## config.mk

```make
export PLATFORM = sky130hd
export DESIGN_NAME = gb_cpu_alu16_seq
export DESIGN_NICKNAME = d
export VERILOG_FILES = /design/src/rtl/gb_cpu_alu16_seq.sv
export SDC_FILE = /design/constraint.sdc
export NUM_CORES = 1
export LEC_CHECK = 0
export ABC_CLOCK_PERIOD_IN_PS = 1500
export BUFFER_PORTS_ARGS = -buffer_cell sky130_fd_sc_hd__buf_4
export CAP_MARGIN = 20
export CORE_MARGIN = 2
export CORE_UTILIZATION = 38
export CTS_CLUSTER_SIZE = 8
export DETAILED_ROUTE_END_ITERATION = 8
export PLACE_DENSITY_LB_ADDON = 0.12
export SLEW_MARGIN = 30
export SYNTH_ARGS = -nofsm -noshare
export SYNTH_HDL_FRONTEND = slang
export SYNTH_SLANG_ARGS = --single-unit
```

## constraint.sdc

```tcl
create_clock -name clk_i -period 1.5 [get_ports clk_i]
set_input_delay 0.15 -clock clk_i [delete_from_list [all_inputs] [get_ports clk_i]]
set_output_delay 0.15 -clock clk_i [all_outputs]
set_load 0.05 [all_outputs]
```

## src/rtl/gb_cpu_alu16_seq.sv

```systemverilog
// gb_cpu_alu16_seq
// Runs the 16-bit CPU arithmetic ops (ADD HL,rr / INC rr / DEC rr / ADD SP,e8)
// through the shared 8-bit ALU. Each op takes two byte passes, low byte first.
// The block drives the ALU's instruction and carry_in while it is busy. It also
// computes the 16-bit flag results and a flag write mask for the register file.
//
// Ports
//   clk_i              core clock
//   reset_i            synchronous, active-high reset
//   start_i            request, accepted only while ready_o=1
//   op_i[1:0]          0=ADD16 1=INC16 2=DEC16 3=ADDSPE8
//   operand_a_i[15:0]  HL / rr / SP
//   operand_b_i[15:0]  rr for ADD16, [7:0]=e8 for ADDSPE8, ignored otherwise
//   ready_o            high in IDLE and DONE
//   done_o             one-cycle pulse, result/flags valid
//   result_o[15:0]     16-bit result, held until the next op completes
//   flag_z/n/h/c_o     computed flags, held with the result
//   flag_we_o[3:0]     {Z,N,H,C} write mask, held with the result
//   alu_instruction_o  {opcode[3:0], operand_a[7:0], operand_b[7:0]} to the ALU
//   alu_carry_in_o     ALU carry_in
//   alu_out_i[7:0]     ALU result byte
//   alu_c_i            ALU carry flag
module gb_cpu_alu16_seq #(
  parameter int PASS_CYCLES = 1
) (
  input  logic        clk_i,
  input  logic        reset_i,
  input  logic        start_i,
  input  logic [1:0]  op_i,
  input  logic [15:0] operand_a_i,
  input  logic [15:0] operand_b_i,
  output logic        ready_o,
  output logic        done_o,
  output logic [15:0] result_o,
  output logic        flag_z_o,
  output logic        flag_n_o,
  output logic        flag_h_o,
  output logic        flag_c_o,
  output logic [3:0]  flag_we_o,
  output logic [19:0] alu_instruction_o,
  output logic        alu_carry_in_o,
  input  logic [7:0]  alu_out_i,
  input  logic        alu_c_i
);

  if (PASS_CYCLES < 1 || PASS_CYCLES > 4) begin : g_bad_pass_cycles
    $error("gb_cpu_alu16_seq: PASS_CYCLES must be in 1..4");
  end

  localparam logic [3:0] ALU_OP_ADD = 4'h0;
  localparam logic [1:0] OP_ADD16   = 2'd0;
  localparam logic [1:0] OP_INC16   = 2'd1;
  localparam logic [1:0] OP_DEC16   = 2'd2;
  localparam logic [1:0] OP_ADDSPE8 = 2'd3;
  localparam logic [1:0] CNT_LOAD   = 2'(PASS_CYCLES - 1);

  typedef enum logic [1:0] {S_IDLE, S_LO, S_HI, S_DONE} state_t;

  state_t      state_q, state_d;
  logic [1:0]  cnt_q, cnt_d;
  logic [1:0]  op_q;
  logic [15:0] a_q;
  logic [15:0] b_q;
  logic [15:0] b_eff_d;
  logic        cy_lo_q;
  logic [7:0]  res_lo_q;
  logic [15:0] result_q;
  logic        z_q, n_q, h_q, c_q;
  logic [3:0]  we_q;
  logic        z_d, n_d, h_d, c_d;
  logic [3:0]  we_d;
  logic [12:0] sum12;
  logic [16:0] sum16;
  logic [4:0]  sum4;
  logic [8:0]  sum8;
  logic        accept;
  logic        last_pass;

  assign ready_o   = (state_q == S_IDLE) || (state_q == S_DONE);
  assign done_o    = (state_q == S_DONE);
  assign accept    = ready_o && start_i;
  assign last_pass = (cnt_q == 2'd0);

  // The second operand is stored already expanded to the {b_hi,b_lo} pair
  // the two passes feed the ALU. INC/DEC become an add of +1 or -1, and e8 is
  // sign-extended into the high byte.
  always_comb begin
    b_eff_d = operand_b_i;
    case (op_i)
      OP_ADD16:   b_eff_d = operand_b_i;
      OP_INC16:   b_eff_d = 16'h0001;
      OP_DEC16:   b_eff_d = 16'hFFFF;
      OP_ADDSPE8: b_eff_d = {{8{operand_b_i[7]}}, operand_b_i[7:0]};
      default:    b_eff_d = operand_b_i;
    endcase
  end

  always_ff @(posedge clk_i) begin
    if (reset_i) begin
      state_q <= S_IDLE;
      cnt_q   <= 2'd0;
    end else begin
      state_q <= state_d;
      cnt_q   <= cnt_d;
    end
  end

  // Each pass reloads the down-counter and holds for PASS_CYCLES cycles.
  // The pass ends when the counter reaches zero.
  always_comb begin
    state_d = state_q;
    cnt_d   = cnt_q;
    case (state_q)
      S_IDLE, S_DONE: begin
        if (start_i) begin
          state_d = S_LO;
          cnt_d   = CNT_LOAD;
        end else begin
          state_d = S_IDLE;
          cnt_d   = 2'd0;
        end
      end
      S_LO: begin
        if (last_pass) begin
          state_d = S_HI;
          cnt_d   = CNT_LOAD;
        end else begin
          cnt_d = cnt_q - 2'd1;
        end
      end
      S_HI: begin
        if (last_pass) begin
          state_d = S_DONE;
          cnt_d   = 2'd0;
        end else begin
          cnt_d = cnt_q - 2'd1;
        end
      end
      default: begin
        state_d = S_IDLE;
        cnt_d   = 2'd0;
      end
    endcase
  end

  // The flags come straight from the latched operands, so the ALU's own
  // 8-bit H flag never has to be interpreted in 16-bit terms.
  always_comb begin
    sum12 = {1'b0, a_q[11:0]} + {1'b0, b_q[11:0]};
    sum16 = {1'b0, a_q} + {1'b0, b_q};
    sum4  = {1'b0, a_q[3:0]} + {1'b0, b_q[3:0]};
    sum8  = {1'b0, a_q[7:0]} + {1'b0, b_q[7:0]};
    z_d   = 1'b0;
    n_d   = 1'b0;
    h_d   = 1'b0;
    c_d   = 1'b0;
    we_d  = 4'b0000;
    case (op_q)
      OP_ADD16: begin
        h_d  = sum12[12];
        c_d  = sum16[16];
        we_d = 4'b0111;
      end
      OP_ADDSPE8: begin
        h_d  = sum4[4];
        c_d  = sum8[8];
        we_d = 4'b1111;
      end
      default: begin
        we_d = 4'b0000;
      end
    endcase
  end

  // The low byte is parked in res_lo_q. The visible result and flags change
  // together on the edge into DONE, so they never show a half-finished value.
  always_ff @(posedge clk_i) begin
    if (reset_i) begin
      op_q     <= 2'd0;
      a_q      <= 16'h0000;
      b_q      <= 16'h0000;
      cy_lo_q  <= 1'b0;
      res_lo_q <= 8'h00;
      result_q <= 16'h0000;
      z_q      <= 1'b0;
      n_q      <= 1'b0;
      h_q      <= 1'b0;
      c_q      <= 1'b0;
      we_q     <= 4'b0000;
    end else begin
      if (accept) begin
        op_q <= op_i;
        a_q  <= operand_a_i;
        b_q  <= b_eff_d;
      end
      if (state_q == S_LO && last_pass) begin
        res_lo_q <= alu_out_i;
        cy_lo_q  <= alu_c_i;
      end
      if (state_q == S_HI && last_pass) begin
        result_q <= {alu_out_i, res_lo_q};
        z_q      <= z_d;
        n_q      <= n_d;
        h_q      <= h_d;
        c_q      <= c_d;
        we_q     <= we_d;
      end
    end
  end

  always_comb begin
    alu_instruction_o = {ALU_OP_ADD, 8'h00, 8'h00};
    alu_carry_in_o    = 1'b0;
    case (state_q)
      S_LO: begin
        alu_instruction_o = {ALU_OP_ADD, a_q[7:0], b_q[7:0]};
        alu_carry_in_o    = 1'b0;
      end
      S_HI: begin
        alu_instruction_o = {ALU_OP_ADD, a_q[15:8], b_q[15:8]};
        alu_carry_in_o    = cy_lo_q;
      end
      default: begin
        alu_instruction_o = {ALU_OP_ADD, 8'h00, 8'h00};
        alu_carry_in_o    = 1'b0;
      end
    endcase
  end

  assign result_o  = result_q;
  assign flag_z_o  = z_q;
  assign flag_n_o  = n_q;
  assign flag_h_o  = h_q;
  assign flag_c_o  = c_q;
  assign flag_we_o = we_q;

endmodule

```

==> reports/qor.yml <==
run_status: "finished with violations"
violations: "negative setup slack"
arrival_ns: 1.67
crit_required_ns: 1.35
yosysWarnings: 0
htreeDepth: 3
first_pass_iters: 4
final_nets: 604
diodes: 0
slew_viol_final: 0
drive_gt1_share_pct: 43.9
ir_drop_mv: 0.508
finish.utilization_pct: 63.3
r2r-end: "state_q[0]"
drcViolationCount: 0
root_buffer: "clkbuf_8"
core_area_mm2: 0.00822
synth_area_per_cell_um2: 8.13
multiInputGateArea_mm2: 0.00206
fillers: 700
die_area_mm2: 0.00927
endpoint: "alu_instruction_o[0]"
grt_pass1_wl_um: 16000
period_share_pct: 122
async_flop_share_pct: 0
critical_path_class: "reg -> out"
vias: 3322
yosysSeqAreaShare_pct: 41.4
drt-initial-drc-count: 121
finalSetupTns_ns: -6.25
grt_max_degree: 27
start_util_pct: 39.4
top_layer_used: "met4"
ant_nets: 0
p_leak_nw: 2.23
end_kind: "output pin"
syn_area_mm2: 0.00324
die_w_um: 96.3
synth_edf_count: 0
place_inst: 618
row_count: 33
path_clk_slew_ns: 0.07
power.density_mw_per_mm2: 1060
finalNonFillerCells: 645
met1Wirelength_um: 4180
hold_class: "in -> reg"
cp-start-kind: "flip-flop"
ys.flop_type: "dfxtp_1"
synth_cells: 398
grt_pass1_vias: 3304
seq_area_mm2: 0.00136
gp_congestion: 0.821
wl_met2_um: 5290
wl_per_cell_um: 16.0
portBuffers: 86
worst_slack_ns: -0.323
track_usage_pct: 23.1
finalSetupViolCount: 43
cts_tree: "yes"
pin_count: 93
synth_area_leaders: "dfxtp_1 41%, nand2_1 10%, ha_1 8.5%"
syn_to_final_growth_pct: 60.7
yosysMostFrequentCell: "nand2_1"
ys_seq_elements: 67
dr_wl_met3_um: 569
clkSinkCount: 67
ff2ff_setup_slack_ns: -0.09
fin_skew_ns: 0.00726
rsz0062_at_grt: "true"
path_max_fanout: 8
synth_common_cells: "86 x nand2_1, 67 x dfxtp_1, 53 x a21oi_1"
maxCapViolations: 0
die_h_um: 96.3
grt.overflow.total: 0
antenna_found_initial: 0
r2r_start: "state_q[0]"
reg2regPathDepth: 7
post-route-min-period_ns: 1.82
clk_path_buf_depth: 2
timing.fmax_ghz: 0.548
hold_viol: 0
post-synth-top-area-cell: "dfxtp_1"
numCtsBuffers: 9
yosysTopAreaCellShare_pct: 41.4
synth.distinct_cells: 41
crit_start: "state_q[1]"
place_hpwl_um: 7090
routed_wl_um: 10300
viasPerCell: 5.15
insertion_delay_ns: 0.35
[worst min-delay path by stage]
stage                          from       to  slack, ns  depth (start not counted)
CTS                  operand_a_i[6]   a_q[6]       0.03                          3
floorplan           operand_a_i[14]  a_q[14]       0.29                          2
finish               operand_a_i[6]   a_q[6]       0.03                          3
global placement     operand_a_i[0]   a_q[0]       0.40                          3
detailed placement   operand_a_i[2]   a_q[2]       0.41                          3
global route         operand_a_i[6]   a_q[6]       0.02                          3
[layout make-up]
class / instances / area share (%)
Tap cell: 105 / 2.53
Multi-Input combinational cell: 294 / 39.6
Clock inverter: 6 / 1.11
Timing Repair Buffer: 157 / 27.8
Sequential cell: 67 / 26.0
Inverter: 7 / 0.505
Clock buffer: 9 / 2.38
[registers in the layout (all words and copies together) (netlist names), 2 cells and up]
name       count
b_q           16
flag_we_o      2
op_q           2
state_q        2
cnt_q          2
a_q           16
res_lo_q       8
result_o      16
[per-layer routing]
metal / up-vias / GRT usage (%)
met3: 23 / 7.28
met1: 1568 / 25.2
met2: 96 / 41.4
met5: - / 0
li1: 1635 / -
met4: 0 / 8.92
[worst max-delay path, cell delays in order (launching register included)]
cell,delay (ns)
dfxtp_4,0.36
ha_4,0.26
nor2b_4,0.23
buf_16,0.17
a22o_2,0.14
buf_6,0.15
[what timing repair did]
item	in CTS	in global routing
resized for setup	67	24
pin swaps	9	12
gates cloned	4	0
setup endpoints to repair	40	57
hold buffers	0	0
buffers inserted	8	1
[cells in the final DEF, fill, tap and decap left out, types with 11 or more instances in the layout]
| cell type | n |
|---|---|
| buf_4 | 126 |
| buf_6 | 11 |
| dfxtp_1 | 58 |
| nand2_1 | 84 |
| a21oi_1 | 53 |
| nor2_1 | 35 |
| ha_4 | 11 |
| nand3_1 | 11 |
| buf_8 | 11 |
| a22o_4 | 14 |
[report_power, final]
part	total, W	internal (W)	switching [W]	leakage, nW
registers	0.00210	0.00196	0.000141	0.552
clock network	0.00146	0.000746	0.000712	0.0946
logic	0.00196	0.000924	0.00104	1.59
[cells by family (layout without fill, tap and decap cells)]
group	count (synthesis)	after routing	synth area share, %
DFF	67	67	41.4
buffers and inverters	42	179	7.58
xor gates and xnor gates	1	1	0.271
and+or+nand+nor	164	164	21.9
adders and majority gates	22	22	8.50
AOI/OAI and AO/OA	101	101	20.2
other	1	6	0.116
[through the flow]
step	power [W]	hold WS (ns)	instance area [µm²]	setup slack [ns]
final	0.00552	0.0319	5200	-0.323
after detailed placement	0.00369	0.411	4420	-0.131
after CTS	0.00543	0.0307	5040	-0.344
after global routing	0.00578	0.0242	5200	-0.395
after floorplan	0.00305	0.286	3380	-0.0739
after global placement	0.00367	0.403	4420	-0.0953
Note: power is estimated with default switching activity, not from simulation.
